===== src/rtl/aes_round_ctrl.sv =====
`default_nettype none
// ============================================================================
// Module   : aes_round_ctrl
// Brief    : Iterative AES encryption round sequencer with key fetch handshake.
// Revision : 1.0
// ============================================================================
module aes_round_ctrl #(
  parameter int NR              = 10,
  parameter bit BYPASS_MIX_LAST = 1'b1
) (
  input  logic         clk,
  input  logic         rst_n,
  input  logic         in_valid,
  output logic         in_ready,
  input  logic [127:0] plaintext,
  output logic         rk_req,
  output logic [3:0]   rk_round,
  input  logic         rk_valid,
  input  logic [127:0] round_key,
  output logic [127:0] dp_state,
  output logic         dp_last,
  input  logic [127:0] dp_result,
  output logic         out_valid,
  input  logic         out_ready,
  output logic [127:0] ciphertext,
  output logic         busy
);

  localparam logic [3:0] c_nr = 4'(NR);

  typedef enum logic [1:0] {
    S_IDLE  = 2'd0,
    S_KEY0  = 2'd1,
    S_ROUND = 2'd2,
    S_DONE  = 2'd3
  } state_t;

  state_t       r_fsm;
  state_t       w_fsm_nxt;
  logic [3:0]   r_rnd;
  logic [3:0]   w_rnd_nxt;
  logic [127:0] r_st;
  logic [127:0] w_st_nxt;

  always_ff @(posedge clk or negedge rst_n) begin
    if (!rst_n) begin
      r_fsm <= S_IDLE;
      r_rnd <= 4'd0;
      r_st  <= '0;
    end else begin
      r_fsm <= w_fsm_nxt;
      r_rnd <= w_rnd_nxt;
      r_st  <= w_st_nxt;
    end
  end

  // Outputs depend only on registered state, never on in_valid/out_ready.
  always_comb begin
    w_fsm_nxt = r_fsm;
    w_rnd_nxt = r_rnd;
    w_st_nxt  = r_st;
    in_ready  = 1'b0;
    rk_req    = 1'b0;
    rk_round  = 4'd0;
    dp_last   = 1'b0;
    out_valid = 1'b0;
    unique case (r_fsm)
      S_IDLE: begin
        in_ready = 1'b1;
        if (in_valid) begin
          w_st_nxt  = plaintext;
          w_rnd_nxt = 4'd0;
          w_fsm_nxt = S_KEY0;
        end
      end
      S_KEY0: begin
        rk_req = 1'b1;
        if (rk_valid) begin
          w_st_nxt  = r_st ^ round_key;
          w_rnd_nxt = 4'd1;
          w_fsm_nxt = S_ROUND;
        end
      end
      S_ROUND: begin
        rk_req   = 1'b1;
        rk_round = r_rnd;
        dp_last  = BYPASS_MIX_LAST && (r_rnd == c_nr);
        if (rk_valid) begin
          w_st_nxt = dp_result ^ round_key;
          // Counter saturates at NR; the final round exits instead of counting.
          if (r_rnd == c_nr) begin
            w_fsm_nxt = S_DONE;
          end else begin
            w_rnd_nxt = r_rnd + 4'd1;
          end
        end
      end
      S_DONE: begin
        out_valid = 1'b1;
        if (out_ready) begin
          w_fsm_nxt = S_IDLE;
          w_rnd_nxt = 4'd0;
        end
      end
      default: begin
        w_fsm_nxt = S_IDLE;
      end
    endcase
  end

  assign dp_state   = r_st;
  assign ciphertext = r_st;
  assign busy       = (r_fsm != S_IDLE);

endmodule
`default_nettype wire

===== config.mk =====
export PLATFORM = sky130hd
export DESIGN_NAME = aes_round_ctrl
export DESIGN_NICKNAME = d
export VERILOG_FILES = /design/src/rtl/aes_round_ctrl.sv
export SDC_FILE = /design/constraint.sdc
export NUM_CORES = 1
export LEC_CHECK = 0
export BUFFER_PORTS_ARGS = -buffer_cell sky130_fd_sc_hd__buf_2
export CAP_MARGIN = 5
export CORE_AREA = 2 2 256 258
export DETAILED_ROUTE_END_ITERATION = 10
export DIE_AREA = 0 0 258 260
export GPL_ROUTABILITY_DRIVEN = 0
export PLACE_DENSITY = 0.38
export SLEW_MARGIN = 30
export SYNTH_ARGS = -nofsm -noshare
export SYNTH_HDL_FRONTEND = slang
export SYNTH_SLANG_ARGS = --single-unit

===== constraint.sdc =====
create_clock -name clk -period 2.28 [get_ports clk]
set_input_delay 0.342 -clock clk [delete_from_list [all_inputs] [get_ports clk]]
set_output_delay 0.342 -clock clk [all_outputs]
set_load 0.05 [all_outputs]

After elaboration in Yosys (flattened, before gate mapping)
Index checks and enable logic that the tools add are counted.
{ "classes": {"muxes": 21, "n_reduce_logical": 7, "n_addsub": 1, "bitwise_logic": 2, "n_eq_ne": 10} }
{ "op_table": {"columns": ["operator", "count"], "rows": [
  ["$mux W128", 3],
  ["$pmux W128 S3", 1],
  ["$xor A128 B128 Y128", 2],
  ["$mux W4", 6],
  ["$pmux W4 S4", 1],
  ["$ne A2 B2 Y1 const B", 6],
  ["$mux W2", 5],
  ["$reduce_and A5 Y1", 2],
  ["$pmux W2 S4", 1],
  ["$add A4 B1 Y4 const B", 1],
  ["$eq A2 B2 Y1 const B", 2],
  ["$eq A4 B4 Y1 const B", 1],
  ["$mux W1", 4],
  ["$reduce_and A4 Y1", 1],
  ["$reduce_bool A3 Y1", 1],
  ["$eq A2 B1 Y1 const B", 1],
  ["$logic_not A2 Y1", 1],
  ["$reduce_bool A2 Y1", 1],
  ["$reduce_or A2 Y1", 1]
]} }
{ "totals": {"regBits": 134, "elab_cells": 44, "out_inout_bits": 265, "inputBits": 389} }

Depth between registers and ports, before layout
{ "depth": {"depth_word": 4, "mapped_depth": 9, "depth_no_buf": 5} }

Worst setup path after synthesis
Ideal clock, no wire load.
{ "synth_timing": {"path_kind": "reg2reg", "start": "register r_fsm[0]", "end": "register r_st[0] (netlist: ciphertext[0])", "n_path_buf": 3, "arrival_ns": 2.296, "path_slack_ns": -0.142, "synth_period_minus_slack_ns": 2.422, "required_time_ns": 2.154, "setup_time_ns": 0.126, "path_stages_with_launch": 9, "path_cell_list": "dfrtp_1 > inv_1 > ha_1 > nor2b_1 > clkbuf_1 > clkbuf_1 > clkbuf_1 > nor4_1 > a221o_1"} }
{ "synth_between": {"elab_chain_len": 3, "word_cells_on_any_way": 9, "classes_between": "eq/ne (5); mux (1); reduce/logical (3)"} }
{ "synth_rtl": {"columns": ["item", "line_no", "text"], "rows": [
  ["start, declared", "38", "state_t r_fsm;"],
  ["start signal, assigned", "51", "r_fsm <= w_fsm_nxt;"],
  ["$eq A2 B1 Y1, or another cell as far along", "67", "unique case (r_fsm)"],
  ["$ne A2 B2 Y1 (no source line) / $reduce_bool A3 Y1 (equally long branches)", null, null],
  ["$reduce_and A4 Y1 (no source line)", null, null],
  ["end signal, assigned", "53", "r_st <= w_st_nxt;"],
  ["end, declared", "42", "logic [127:0] r_st;"]
]} }
Parallel ways exist; a longest one is shown, timed or not.
A chain may end at the register's enable or synchronous reset.

Worst setup path after layout
{ "layout_timing": {"start": "register r_fsm[0]", "end": "register r_st[21] (netlist: ciphertext[21])"} }
The elaborated chain is that of the path after synthesis.

==> run summary <==
## Layout
- **number of nets in the layout** 1951
- **area growth from synthesis to final layout** 40.9%
- **fraction of final layout cells sized beyond drive strength 1** 48.1%
- **number of fill cells in the layout** 7105
- **commonest non-fill, non-tap cell in the layout** sky130_fd_sc_hd__buf_2
- **summed area of non-filler cells in the final layout** 0.0148 mm2
- **final standard cell count with taps included and fillers excluded** 2423
- **commonest cells after routing, fill and taps aside** sky130_fd_sc_hd__buf_2, sky130_fd_sc_hd__dfrtp_1, sky130_fd_sc_hd__mux2i_1, sky130_fd_sc_hd__nand2b_1, sky130_fd_sc_hd__nor4_1

## Die
- **width of the die** 258 um
- **die outline area** 0.0671 mm2
- **Initial Util** 16.4%
- **die boundary height** 260 um
- **Ports** 654
- **placeable core region** 0.0641 mm2
- **number of placement rows** 93

## Setup path
- **worst-case reg-to-reg path depth** 6
- **CP peak stage delay** 0.43 ns
- **count of buffer and inverter cells on the critical path** 2
- **r2r startpoint** r_fsm[0]
- **critical path fanouts, max** 69
- **Worst setup endpoint** ciphertext[21]
- **number of stages on the worst setup path** 6
- **critical path launch point** r_fsm[0]
- **data arrival time of the critical path** 2.59 ns
- **endpoint class of the critical path** register
- **cell with the biggest individual delay on the critical path** sky130_fd_sc_hd__a221o_1
- **Setup Crit Path Kind** register to register
- **reg-to-reg critical path endpoint** ciphertext[21]
- **launching element type of the critical path** register
- **top cell family by delay on the critical path** compound AO/OA/AOI/OAI gates
- **cell-by-cell trace of the critical path** inv_1, ha_1, o21ba_4, or3_4, buf_12, a221o_1
- **worst reg-to-reg setup slack** 0.05 ns
- **CP required** 2.64 ns

## Clock network
- **total clock sinks** 134
- **TritonCTS Buffers** 17
- **maximum root-to-sink buffer count** 2
- **worst skew pair latency** 0.48 ns
- **root buffer cell** sky130_fd_sc_hd__clkbuf_16
- **CTS tree** done
- **number of setup buffers added after CTS** 0
- **clock-pin slew on the worst setup and hold paths** 0.06 ns
- **H-Tree Depth** 4

## Route
- **router iterations before antenna repair** 5
- **number of DRC markers in iteration 0** 346
- **number of nets with antenna violations after routing** 0
- **Final Routed Wirelength** 44700 um
- **via count** 10200
- **DRC violation count after routing** 0
- **post-detailed-route wirelength per cell** 18.4 um
- **detail-routed via count per cell** 4.19

## STA
- **Fmax achieved** 449 MHz
- **setup repair after global routing missed its margin** false
- **count of pins over their slew limit** 0
- **final-layout setup total negative slack** 0 ns
- **number of hold violations in the final report** 0
- **Least-Margin Pin Slew** 0.755 ns
- **# setup viols final** 0
- **final clock period utilization by the worst path** 97.7%
- **final clock skew** 0.0119 ns
- **relative max-transition margin** 49.7%
- **setup slack of the critical path after layout** 0.0533 ns
- **fin crit period** 2.23 ns

## Synthesis
- **synthesized netlist cell count** 1050
- **sequential cell area fraction in the yosys report** 32.0%
- **post-synth design cell area** 0.0105 mm2
- **Synth Warn #** 0
- **area share of the leading cell type in the synthesized netlist** 32.0%
- **per-instance average area after synthesis** 9.99 um2
- **flop and latch count out of synthesis** 134
- **top cells by area in the synthesized netlist** sky130_fd_sc_hd__dfrtp_1, sky130_fd_sc_hd__mux2i_1, sky130_fd_sc_hd__a221o_1, sky130_fd_sc_hd__xnor2_1, sky130_fd_sc_hd__buf_4
- **synth unique cells** 32
- **largest area contributor in the netlist** sky130_fd_sc_hd__dfrtp_1
- **Synth Net Count** 1447

## Placed design
- **Post-DP Area** 0.0141 mm2
- **worst slack at placement** 0.0800 ns
- **Cells after DPL** 2389
- **count of buffers inserted at the top-level ports** 653
- **Detailed Place HPWL** 34600 um

## Global routing
- **first-pass GRT wire length** 65400 um
- **vias in the first global route** 10400
- **largest net degree at the start of global routing** 70
- **initial antenna violation count** 5
- **GRT Overall Usage** 12.8%
- **overflow left after global routing** 0

## Outcome
- **status** completed

## Worst hold path
- **Worst Hold Class** input pin to register

## Run
- **max-capacitance violation count** 0

how the worst min path moves through the flow:
stage               slack (ns)           from             end  cells after the start
detailed placement        0.28          rst_n  ciphertext[38]                      1
global placement          0.28          rst_n  ciphertext[43]                      1
CTS                       0.16   round_key[1]   ciphertext[1]                      3
floorplan                 0.05          rst_n   ciphertext[0]                      0
global route              0.20   round_key[9]   ciphertext[9]                      3
finish                    0.21  round_key[24]  ciphertext[24]                      3
cells in the mapped netlist:
library cell,n
sky130_fd_sc_hd__buf_2,27
sky130_fd_sc_hd__a41oi_1,1
sky130_fd_sc_hd__a2111oi_0,1
sky130_fd_sc_hd__or3_4,1
sky130_fd_sc_hd__ha_1,8
sky130_fd_sc_hd__nand2b_1,130
sky130_fd_sc_hd__inv_1,5
sky130_fd_sc_hd__nand3_1,2
sky130_fd_sc_hd__nor2_1,1
sky130_fd_sc_hd__dfrtp_1,134
sky130_fd_sc_hd__buf_6,15
sky130_fd_sc_hd__nor2b_1,3
sky130_fd_sc_hd__o22a_1,1
sky130_fd_sc_hd__o32a_1,1
sky130_fd_sc_hd__a221o_1,128
sky130_fd_sc_hd__nand4b_1,1
sky130_fd_sc_hd__o21ba_1,1
sky130_fd_sc_hd__o21bai_1,1
sky130_fd_sc_hd__buf_4,128
sky130_fd_sc_hd__clkbuf_1,60
sky130_fd_sc_hd__nand2_1,2
sky130_fd_sc_hd__mux2i_1,130
sky130_fd_sc_hd__or4_1,1
sky130_fd_sc_hd__o2111ai_1,1
sky130_fd_sc_hd__o2bb2ai_1,1
sky130_fd_sc_hd__nor4_1,130
sky130_fd_sc_hd__nand3b_1,1
sky130_fd_sc_hd__xnor2_1,128
sky130_fd_sc_hd__mux2_2,1
sky130_fd_sc_hd__o21ai_0,1
sky130_fd_sc_hd__and2_1,4
sky130_fd_sc_hd__and4b_1,1
flip-flops by register name, summed over array words and instances (netlist names):
register and flops:
r_fsm 2, ciphertext 128, r_rnd 4
logic make-up after synthesis:
kind of cell	after synthesis	synth area share [%]
and+or+nand+nor	277	16.6
buffers and inverters	235	14.4
AOI/OAI and AO/OA	137	12.9
DFF	134	32.0
muxes	131	12.5
xor gates and xnor gates	128	10.7
adders and majority gates	8	0.954
through the flow:
stage	util, %	hold WS (ns)
after floorplan	-	0.0464
after global placement	22.0	0.283
after detailed placement	22.0	0.280
after CTS	23.0	0.160
after global routing	23.0	0.195
final	23.0	0.208
area by class of cell:
type / instances / area (um2) / area share (%)
diodes: 1 / 2.50 / 0.0169
clock inverters: 10 / 168 / 1.13
well taps: 855 / 1070 / 7.24
repair buffers: 715 / 4000 / 27.0
flip-flops and latches: 134 / 3350 / 22.7
multi-input cells: 681 / 5690 / 38.5
clock buffers: 22 / 484 / 3.28
inverters: 5 / 18.8 / 0.127
tightest hold or removal path: cells and delay by family:
family,cells,cell delay (ns)
buf+inv,1,0.08
compound gates,1,0.12
xor+xnor,1,0.10
per-layer routing:
metal / global-route usage [%] / up-vias / wire length, um
met5: 0 / - / 34
li1: - / 4778 / -
met2: 22.0 / 377 / 22800
met3: 2.85 / 45 / 2270
met1: 15.9 / 4956 / 18800
met4: 4.24 / 6 / 809
timing repair:
action / CTS / global route
setup endpoints to repair: 2 / 4
hold endpoints to repair: 31 / 0
hold buffers: 1 / 0
gates resized for setup: 2 / 4
cloned: 0 / 0
Power is not shown: default switching activity piles up to over one toggle a cycle in this logic, so the estimate is an artifact.
